**src/rtl/apb_req_pkg.sv**
```systemverilog
// Shared types and widths for the APB request queue.
package apb_req_pkg;

    localparam int unsigned ADDR_W = 8;
    localparam int unsigned DATA_W = 32;

    typedef enum logic [1:0] {
        IDLE  = 2'd0,
        ISSUE = 2'd1,
        RESP  = 2'd2
    } state_t;

    typedef struct packed {
        logic [ADDR_W-1:0] addr;
        logic              wr;
        logic [DATA_W-1:0] wdata;
    } apb_req_t;

endpackage

```
**src/rtl/apb_req_queue_if.sv**
```systemverilog
// Host request/response and APB-master request signals of the request queue.
interface apb_req_queue_if;
    import apb_req_pkg::*;

    logic              req_valid;
    logic              req_ready;
    logic [ADDR_W-1:0] req_addr;
    logic              req_wr;
    logic [DATA_W-1:0] req_wdata;

    logic              apb_sel;
    logic [ADDR_W-1:0] apb_addr;
    logic              apb_wr;
    logic [DATA_W-1:0] apb_wdata;
    logic              apb_ready;
    logic [DATA_W-1:0] apb_rdata;

    logic              rsp_valid;
    logic              rsp_ready;
    logic [DATA_W-1:0] rsp_rdata;
    logic              rsp_wr;
    logic              rsp_err;

    modport slave (
        input  req_valid, req_addr, req_wr, req_wdata,
        output req_ready,
        output apb_sel, apb_addr, apb_wr, apb_wdata,
        input  apb_ready, apb_rdata,
        output rsp_valid, rsp_rdata, rsp_wr, rsp_err,
        input  rsp_ready
    );

    modport master (
        output req_valid, req_addr, req_wr, req_wdata,
        input  req_ready,
        input  apb_sel, apb_addr, apb_wr, apb_wdata,
        output apb_ready, apb_rdata,
        input  rsp_valid, rsp_rdata, rsp_wr, rsp_err,
        output rsp_ready
    );

endinterface

```
**src/rtl/apb_req_fifo.sv**
```systemverilog
// Synchronous FIFO of apb_req_t; pointers carry an extra wrap bit for full/empty.
module apb_req_fifo
    import apb_req_pkg::*;
#(
    parameter int unsigned DEPTH = 4
) (
    input  logic     clk,
    input  logic     rst,
    input  logic     i_push,
    input  apb_req_t i_data,
    input  logic     i_pop,
    output logic     o_full,
    output logic     o_empty,
    output apb_req_t o_head
);

    localparam int unsigned AW = $clog2(DEPTH);
    localparam int unsigned PW = AW + 1;

    logic [PW-1:0] r_wptr;
    logic [PW-1:0] r_rptr;
    apb_req_t      r_mem [DEPTH];

    always_ff @(posedge clk or negedge rst) begin
        if (!rst) begin
            r_wptr <= '0;
            r_rptr <= '0;
        end else begin
            if (i_push) r_wptr <= r_wptr + PW'(1);
            if (i_pop)  r_rptr <= r_rptr + PW'(1);
        end
    end

    // Storage is not reset; only the pointers define validity.
    always_ff @(posedge clk) begin
        if (i_push) r_mem[r_wptr[AW-1:0]] <= i_data;
    end

    assign o_empty = (r_wptr == r_rptr);
    assign o_full  = (r_wptr[AW-1:0] == r_rptr[AW-1:0]) && (r_wptr[AW] != r_rptr[AW]);
    assign o_head  = r_mem[r_rptr[AW-1:0]];

endmodule

```
**src/rtl/apb_req_queue.sv**
```systemverilog
// Buffers host requests and issues them one at a time to the APB master, with a
// per-transfer timeout and a registered response back to the host.
module apb_req_queue
    import apb_req_pkg::*;
#(
    parameter int unsigned DEPTH   = 4,
    parameter int unsigned TIMEOUT = 16
) (
    input  logic            clk,
    input  logic            rst,
    apb_req_queue_if.slave  bus
);

    localparam int unsigned CNT_W = $clog2(TIMEOUT);

    state_t            r_state;
    logic [CNT_W-1:0]  r_cnt;
    logic              r_apb_sel;
    logic [ADDR_W-1:0] r_apb_addr;
    logic              r_apb_wr;
    logic [DATA_W-1:0] r_apb_wdata;
    logic              r_rsp_valid;
    logic [DATA_W-1:0] r_rsp_rdata;
    logic              r_rsp_wr;
    logic              r_rsp_err;

    logic     w_full;
    logic     w_empty;
    logic     w_push;
    logic     w_pop;
    apb_req_t w_head;
    apb_req_t w_req;

    assign w_req  = '{addr: bus.req_addr, wr: bus.req_wr, wdata: bus.req_wdata};
    assign w_push = bus.req_valid && !w_full;
    assign w_pop  = (r_state == IDLE) && !w_empty;

    apb_req_fifo #(
        .DEPTH (DEPTH)
    ) u_fifo (
        .clk     (clk),
        .rst     (rst),
        .i_push  (w_push),
        .i_data  (w_req),
        .i_pop   (w_pop),
        .o_full  (w_full),
        .o_empty (w_empty),
        .o_head  (w_head)
    );

    always_ff @(posedge clk or negedge rst) begin
        if (!rst) begin
            r_state     <= IDLE;
            r_cnt       <= '0;
            r_apb_sel   <= 1'b0;
            r_apb_addr  <= '0;
            r_apb_wr    <= 1'b0;
            r_apb_wdata <= '0;
            r_rsp_valid <= 1'b0;
            r_rsp_rdata <= '0;
            r_rsp_wr    <= 1'b0;
            r_rsp_err   <= 1'b0;
        end else begin
            case (r_state)
                IDLE: begin
                    if (!w_empty) begin
                        r_apb_addr  <= w_head.addr;
                        r_apb_wr    <= w_head.wr;
                        r_apb_wdata <= w_head.wdata;
                        r_apb_sel   <= 1'b1;
                        r_cnt       <= '0;
                        r_state     <= ISSUE;
                    end
                end
                ISSUE: begin
                    // Completion takes priority over a timeout in the same cycle.
                    if (bus.apb_ready) begin
                        r_rsp_rdata <= r_apb_wr ? '0 : bus.apb_rdata;
                        r_rsp_err   <= 1'b0;
                        r_rsp_wr    <= r_apb_wr;
                        r_apb_sel   <= 1'b0;
                        r_rsp_valid <= 1'b1;
                        r_state     <= RESP;
                    end else if (r_cnt == CNT_W'(TIMEOUT - 1)) begin
                        r_rsp_rdata <= '0;
                        r_rsp_err   <= 1'b1;
                        r_rsp_wr    <= r_apb_wr;
                        r_apb_sel   <= 1'b0;
                        r_rsp_valid <= 1'b1;
                        r_state     <= RESP;
                    end else begin
                        r_cnt <= r_cnt + CNT_W'(1);
                    end
                end
                RESP: begin
                    if (bus.rsp_ready) begin
                        r_rsp_valid <= 1'b0;
                        r_state     <= IDLE;
                    end
                end
                default: r_state <= IDLE;
            endcase
        end
    end

    assign bus.req_ready = !w_full;
    assign bus.apb_sel   = r_apb_sel;
    assign bus.apb_addr  = r_apb_addr;
    assign bus.apb_wr    = r_apb_wr;
    assign bus.apb_wdata = r_apb_wdata;
    assign bus.rsp_valid = r_rsp_valid;
    assign bus.rsp_rdata = r_rsp_rdata;
    assign bus.rsp_wr    = r_rsp_wr;
    assign bus.rsp_err   = r_rsp_err;

endmodule

```
**src/flat_wrapper.sv**
```systemverilog
// flat-port wrapper written by rule: the top's interface ports become plain ports
module apb_req_queue_flat import apb_req_pkg::*;
#(
    parameter int unsigned DEPTH   = 4,
    parameter int unsigned TIMEOUT = 16
)
  (clk, rst, bus_req_valid, bus_req_addr, bus_req_wr, bus_req_wdata, bus_req_ready, bus_apb_sel, bus_apb_addr, bus_apb_wr, bus_apb_wdata, bus_apb_ready, bus_apb_rdata, bus_rsp_valid, bus_rsp_rdata, bus_rsp_wr, bus_rsp_err, bus_rsp_ready);
  apb_req_queue_if bus_i ();
  input  logic clk;
  input  logic rst;
  input wire logic [$bits(bus_i.req_valid)-1:0] bus_req_valid;
  input wire logic [$bits(bus_i.req_addr)-1:0] bus_req_addr;
  input wire logic [$bits(bus_i.req_wr)-1:0] bus_req_wr;
  input wire logic [$bits(bus_i.req_wdata)-1:0] bus_req_wdata;
  output wire logic [$bits(bus_i.req_ready)-1:0] bus_req_ready;
  output wire logic [$bits(bus_i.apb_sel)-1:0] bus_apb_sel;
  output wire logic [$bits(bus_i.apb_addr)-1:0] bus_apb_addr;
  output wire logic [$bits(bus_i.apb_wr)-1:0] bus_apb_wr;
  output wire logic [$bits(bus_i.apb_wdata)-1:0] bus_apb_wdata;
  input wire logic [$bits(bus_i.apb_ready)-1:0] bus_apb_ready;
  input wire logic [$bits(bus_i.apb_rdata)-1:0] bus_apb_rdata;
  output wire logic [$bits(bus_i.rsp_valid)-1:0] bus_rsp_valid;
  output wire logic [$bits(bus_i.rsp_rdata)-1:0] bus_rsp_rdata;
  output wire logic [$bits(bus_i.rsp_wr)-1:0] bus_rsp_wr;
  output wire logic [$bits(bus_i.rsp_err)-1:0] bus_rsp_err;
  input wire logic [$bits(bus_i.rsp_ready)-1:0] bus_rsp_ready;
  assign bus_i.req_valid = bus_req_valid;
  assign bus_i.req_addr = bus_req_addr;
  assign bus_i.req_wr = bus_req_wr;
  assign bus_i.req_wdata = bus_req_wdata;
  assign bus_req_ready = bus_i.req_ready;
  assign bus_apb_sel = bus_i.apb_sel;
  assign bus_apb_addr = bus_i.apb_addr;
  assign bus_apb_wr = bus_i.apb_wr;
  assign bus_apb_wdata = bus_i.apb_wdata;
  assign bus_i.apb_ready = bus_apb_ready;
  assign bus_i.apb_rdata = bus_apb_rdata;
  assign bus_rsp_valid = bus_i.rsp_valid;
  assign bus_rsp_rdata = bus_i.rsp_rdata;
  assign bus_rsp_wr = bus_i.rsp_wr;
  assign bus_rsp_err = bus_i.rsp_err;
  assign bus_i.rsp_ready = bus_rsp_ready;
  apb_req_queue #(.DEPTH(DEPTH), .TIMEOUT(TIMEOUT)) u_core (.clk(clk), .rst(rst), .bus(bus_i));
endmodule
```
**config.mk**
```make
export PLATFORM = sky130hd
export DESIGN_NAME = apb_req_queue_flat
export DESIGN_NICKNAME = d
export VERILOG_FILES = /design/src/rtl/apb_req_pkg.sv /design/src/rtl/apb_req_queue_if.sv /design/src/rtl/apb_req_fifo.sv /design/src/rtl/apb_req_queue.sv /design/src/flat_wrapper.sv
export SDC_FILE = /design/constraint.sdc
export NUM_CORES = 1
export LEC_CHECK = 0
export CAP_MARGIN = 20
export CORE_ASPECT_RATIO = 0.9
export CORE_UTILIZATION = 38
export CTS_CLUSTER_SIZE = 40
export DETAILED_ROUTE_END_ITERATION = 6
export PLACE_DENSITY = 0.61
export SLEW_MARGIN = 20
export SYNTH_ARGS = -nofsm -noshare
export SYNTH_HDL_FRONTEND = slang
export SYNTH_SLANG_ARGS = --single-unit
```
**constraint.sdc**
```tcl
create_clock -name clk -period 2.4 [get_ports clk]
set_clock_uncertainty 0.2 [all_clocks]
set_input_delay 0.48 -clock clk [delete_from_list [all_inputs] [get_ports clk]]
set_output_delay 0.48 -clock clk [all_outputs]
set_load 0.02 [all_outputs]
```
Yosys cells after proc, flatten, opt, wreduce, memory -nomap -nowiden
Memories as Yosys holds them, arrays and structs flattened. A register that Yosys moved wholly into a read port is not among the register bits.
Index checks and enable logic that the tools add are counted.
{"block": "totals", "n_memories": 1, "ram_bits": 164, "output_inout_bits": 78, "in_bits": 78, "ff_bits": 48, "elab_cells": 66}
{"name": "u_core.u_fifo.r_mem", "depth": 4, "word_bits": 41, "read_ports": 1, "rd_clocked_by_memory_dff": 1, "wr": 1, "line_no": "apb_req_fifo.sv:22", "rtl": "apb_req_t r_mem [DEPTH];"}
{"block": "op_classes", "eq_ne": 11, "reduce_logical": 16, "add_sub_neg": 3, "muxes": 25, "bitwise_logic": 1}
{"op": "$mux 32", "n": 3}
{"op": "$mux 4", "n": 3}
{"op": "$mux 1", "n": 11}
{"op": "$reduce_and 3->1", "n": 3}
{"op": "$mux 2", "n": 4}
{"op": "$ne 2x2->1 const B", "n": 4}
{"op": "$pmux 4 s2", "n": 1}
{"op": "$add 3x1->3 const B", "n": 2}
{"op": "$pmux 2 s3", "n": 1}
{"op": "$reduce_bool 2->1", "n": 3}
{"op": "$add 4x1->4 const B", "n": 1}
{"op": "$eq 4x4->1 const B", "n": 1}
{"op": "$pmux 1 s2", "n": 2}
{"op": "$reduce_and 2->1", "n": 2}
{"op": "$reduce_and 4->1", "n": 1}
{"op": "$eq 3x3->1", "n": 1}
{"op": "$logic_and 1x1->1", "n": 3}
{"op": "$logic_not 1->1", "n": 3}
{"op": "$ne 3x2->1 const B", "n": 1}
{"op": "$eq 2x1->1 const B", "n": 1}
{"op": "$eq 2x2->1", "n": 1}
{"op": "$eq 2x2->1 const B", "n": 1}
{"op": "$logic_not 2->1", "n": 1}
{"op": "$ne 1x1->1", "n": 1}
{"op": "$not 1->1", "n": 1}

Longest topological paths before layout
{"block": "depth", "word_depth": 6, "mapped_depth": 7, "depth_no_buf": 6}

Cells and area by module
A second synthesis with hierarchy kept.
{"block": "unflattened", "cells_unflattened": 448, "hier_area_um2": 9455.3}
{"module": "apb_req_fifo", "area_each_um2": 6318.6, "seq_area_each_um2": 5074.9, "cells_per_inst": 245, "instances": 1}
{"module": "apb_req_queue", "area_each_um2": 3136.8, "seq_area_each_um2": 2077.0, "cells_per_inst": 203, "instances": 1}

Worst setup path after synthesis
No wires, ideal clock.
{"block": "synth_path", "kind": "reg2reg", "startpoint": "register u_core.u_fifo.r_rptr[0]", "endpoint": "memory u_core.u_fifo.r_mem[3][0] in the netlist's numbering (enable)", "setup_slack_ns": -0.203, "path_stages_with_launch": 5, "required_time_ns": 1.796, "t_arrival_ns": 1.999, "path_buffers": 1, "cell_sequence": "dfrtp_1 > buf_2 > xor2_1 > o31a_1 > and2_1"}
{"block": "synth_via", "elab_chain_len": 6}
{"element": "start: declaration", "line_no": "apb_req_fifo.sv:21", "rtl": "logic [PW-1:0] r_rptr;"}
{"element": "start signal: assignment", "line_no": "apb_req_fifo.sv:30", "rtl": "if (i_pop) r_rptr <= r_rptr + PW'(1);"}
{"element": "$eq 2x2->1", "line_no": "apb_req_fifo.sv:40", "rtl": "assign o_full = (r_wptr[AW-1:0] == r_rptr[AW-1:0]) && (r_wptr[AW] != r_rptr[AW]);"}
{"element": "$logic_and 1x1->1", "line_no": "apb_req_fifo.sv:40"}
{"element": "$logic_not 1->1", "line_no": "apb_req_queue.sv:35", "rtl": "assign w_push = bus.req_valid && !w_full;"}
{"element": "$logic_and 1x1->1", "line_no": "apb_req_queue.sv:35"}
{"element": "$mux 1", "line_no": "apb_req_fifo.sv:36", "rtl": "if (i_push) r_mem[r_wptr[AW-1:0]] <= i_data;"}
{"element": "$mux 1 (implied by the code)", "line_no": "apb_req_fifo.sv:36"}
{"element": "end: declaration", "line_no": "apb_req_fifo.sv:22"}
No other way between the ends.

Worst setup path in the final report
{"block": "layout_path", "startpoint": "register u_core.u_fifo.r_wptr[0]", "endpoint": "output bus_req_ready"}
{"block": "layout_via", "elab_chain_len": 3}
{"element": "start: declaration", "line_no": "apb_req_fifo.sv:20", "rtl": "logic [PW-1:0] r_wptr;"}
{"element": "start signal: assignment", "line_no": "apb_req_fifo.sv:29", "rtl": "if (i_push) r_wptr <= r_wptr + PW'(1);"}
{"element": "$eq 2x2->1", "line_no": "apb_req_fifo.sv:40"}
{"element": "$logic_and 1x1->1", "line_no": "apb_req_fifo.sv:40"}
{"element": "$logic_not 1->1", "line_no": "apb_req_queue.sv:106", "rtl": "assign bus.req_ready = !w_full;"}
{"element": "end: declaration", "line_no": "flat_wrapper.sv:15", "rtl": "output wire logic [$bits(bus_i.req_ready)-1:0] bus_req_ready;"}
No other way between the ends.

==> results.toml <==
[outcome]
outcome = "completed"

[power]
p_leak_nw = 4.74
p_total_w = 0.0181
power_density_nw_per_um2 = 1410
ir_worst_vdd_mv = 0.677

[cells_and_area]
drive_gt1_share_pct = 22.3
area_delta_synth_final_pct = 31.7
fill_cells = 2105
final_cells = 1067
n_antenna_cell = 0
utilization_pct = 51.0
num-nets-final = 792
multi_input_area_um2 = 2470
regArea_um2 = 7160

[timing]
rsz0062_at_grt = "false"
hold_viol_final = 0
fmax_mhz = 434
holdWs_ns = 0.279
tightest_slew_ns = 0.654
fin_crit_sh_pct = 96.0
maxSlewHeadroom_pct = 56.4
fin_setup_tns_ns = 0
period_needed_ns = 2.30
setup_viol_count_final = 0
slew_violations = 0

[route]
drc = 0
first_pass_iters = 4
drt-met1-wl_um = 8560
ant_nets = 0
met2_length_um = 9610
wl_met3_um = 1220
routed_wl_um = 19700
vias = 5171
first_iter_violations = 322
wl_per_cell_um = 18.5
highest_layer = "met4"
viasPerCell = 4.85

[critical_path]
path_max_fanout = 5
endpoint_kind = "output port"
startpoint = "u_core.u_fifo.r_wptr[0]"
critPathKind = "flip-flop to output port"
cp.arrival_ns = 1.62
cp-start-kind = "flip-flop"
rr_startpoint = "u_core.u_fifo.r_rptr[0]"
cp.required_ns = 1.72

[synthesis]
syn_area_um2 = 9740
yosysSeqAreaShare_pct = 73.4
synth_most_common_cell = "edfxtp_1"
yosys_warnings = 0
ys_top_cells_by_area = "edfxtp_1 51%, dfrtp_1 23%, mux4_2 9.5%, mux2_4 5.7%, nand2_1 2.6%"
ys_ff_latch = 253
yosysUniqueCellTypes = 35
synth-edff-count = 164
ys_dominant_reg_cell = "edfxtp_1"
synth_top_cell_by_area = "edfxtp_1"
ys_async_sr_fraction_pct = 35.2
synth_cells = 525
synthTopCellsByCount = "164 x edfxtp_1, 89 x dfrtp_1, 67 x nand2_1, 41 x mux4_2, 39 x o21ai_0"
synth_fp_nets = 613
synth_top_area_share_pct = 50.5
avgSynthCellArea_um2 = 18.6

[floorplanning]
initial_utilization_pct = 38.7
fp.dieH_um = 154
coreArea_um2 = 25200
dieArea_um2 = 26300
die_w_um = 171
rows = 55
io-pin-count = 156

[place]
dp_hpwl_um = 12900
gp_congestion = 0.775
placed_cells = 1014
portBuffers = 155

[cts]
cts_tree = "done"
clk_latency_ns = 0.54
cts_root_buf = "clkbuf_16"
clk_pin_slew_ns = 0.06
clockBufferDepth = 3
cts_buffers = 27
h-tree-depth = 1
clock-sinks = 253

[flow_run]
cap_violations = 0

[global_routing]
gr-usage-all-layers_pct = 15.3
grt_pass1_wl_um = 30900
antenna_found_initial = 0
grt_max_degree = 66
grt_overflow = 0
grt_pass1_vias = 5648

[min_path]
hold_path.class = "flip-flop to flip-flop"
hold_start = "u_core.bus.rsp_rdata[8]"
[kinds of logic (layout without fill, tap and decap cells)]
| family | count (synthesis) | after routing | synth area share [%] |
|---|---|---|---|
| and+or+nand+nor | 85 | 85 | 3.70 |
| buffers and inverters | 31 | 231 | 1.75 |
| xor gates and xnor gates | 10 | 10 | 0.899 |
| adders and majority gates | 10 | 10 | 1.28 |
| AOI/OAI and AO/OA | 51 | 51 | 2.99 |
| DFF | 253 | 253 | 73.4 |
| muxes | 85 | 85 | 16.0 |
[critical path, cell delays in order, from the launching register on]
cell and delay (ns):
dfrtp_1 0.50, xnor2_4 0.23, nand3_1 0.16, buf_4 0.19
[final cells by class]
cell class,count,share of cell area [%]
inverters,5,0.146
repair buffers,176,14.3
clock inverters,13,1.31
multi-input cells,241,19.2
clock buffers,37,5.95
well taps,342,3.33
flip-flops and latches,253,55.8
[state kept, by name, summed over array words and instances (netlist names)]
register	cells
u_core.bus.apb_addr	8
u_core.bus.apb_sel	1
u_core.bus.apb_wdata	32
u_core.bus.apb_wr	1
u_core.bus.rsp_err	1
u_core.bus.rsp_rdata	32
u_core.bus.rsp_valid	1
u_core.bus.rsp_wr	1
u_core.r_cnt	4
u_core.r_state	2
u_core.u_fifo.r_mem	164
u_core.u_fifo.r_rptr	3
u_core.u_fifo.r_wptr	3
[what timing repair did]
item,CTS,global route
buffers inserted,2,0
endpoints found under the setup margin,1,0
endpoints found under the hold margin,43,0
resized for setup,3,0
hold buffers,1,0
[power breakdown]
part           total [W]  internal (W)  leakage, nW  switching [W]
Clock            0.00424       0.00256        0.445        0.00168
Sequential       0.00675       0.00613         2.60       0.000625
Combinational    0.00711       0.00372         1.69        0.00339
Total             0.0181        0.0124         4.74        0.00569
[path summary, 6_finish.rpt]
kind | endpoint | cells past startpoint | slack, ns
min | u_core.bus.rsp_rdata[8] | 2 | 0.28
min in group asynchronous | u_core.bus.apb_wdata[27] | 2 | 0.33
max reg2reg | u_core.u_fifo.r_mem[1][22] | 5 | 0.14
max in group asynchronous | u_core.bus.apb_wdata[19] | 3 | 1.04
max | bus_req_ready | 3 | 0.1
min reg2reg | u_core.bus.rsp_rdata[8] | 2 | 0.28
[metal layers]
layer / GRT usage, % / up-vias
met3: 2.78 / 29
met1: 19.8 / 2608
li1: - / 2357
met5: 0 / -
met4: 3.56 / 0
met2: 26.7 / 177
[cell usage in the layout, fill, tap and decap left out, types with 7 or more instances in the layout]
cell type	synthesis	routed
ha_1	10	10
mux2_4	37	37
buf_4	0	12
clkbuf_16	0	27
dfrtp_1	89	87
mux2_2	7	7
buf_12	0	10
clkdlybuf4s50_1	0	153
mux4_2	41	41
o21ai_0	39	39
edfxtp_1	164	164
nand2_1	67	67
[metrics by stage]
| stage | area [um2] | setup WS (ns) |
|---|---|---|
| floorplan | 9750 | 0.246 |
| global placement | 11900 | 0.100 |
| detailed placement | 11900 | 0.0709 |
| CTS | 12800 | 0.0619 |
| global route | 12800 | 0.0319 |
| finish | 12800 | 0.0952 |
(Power assumes the default switching activity.)
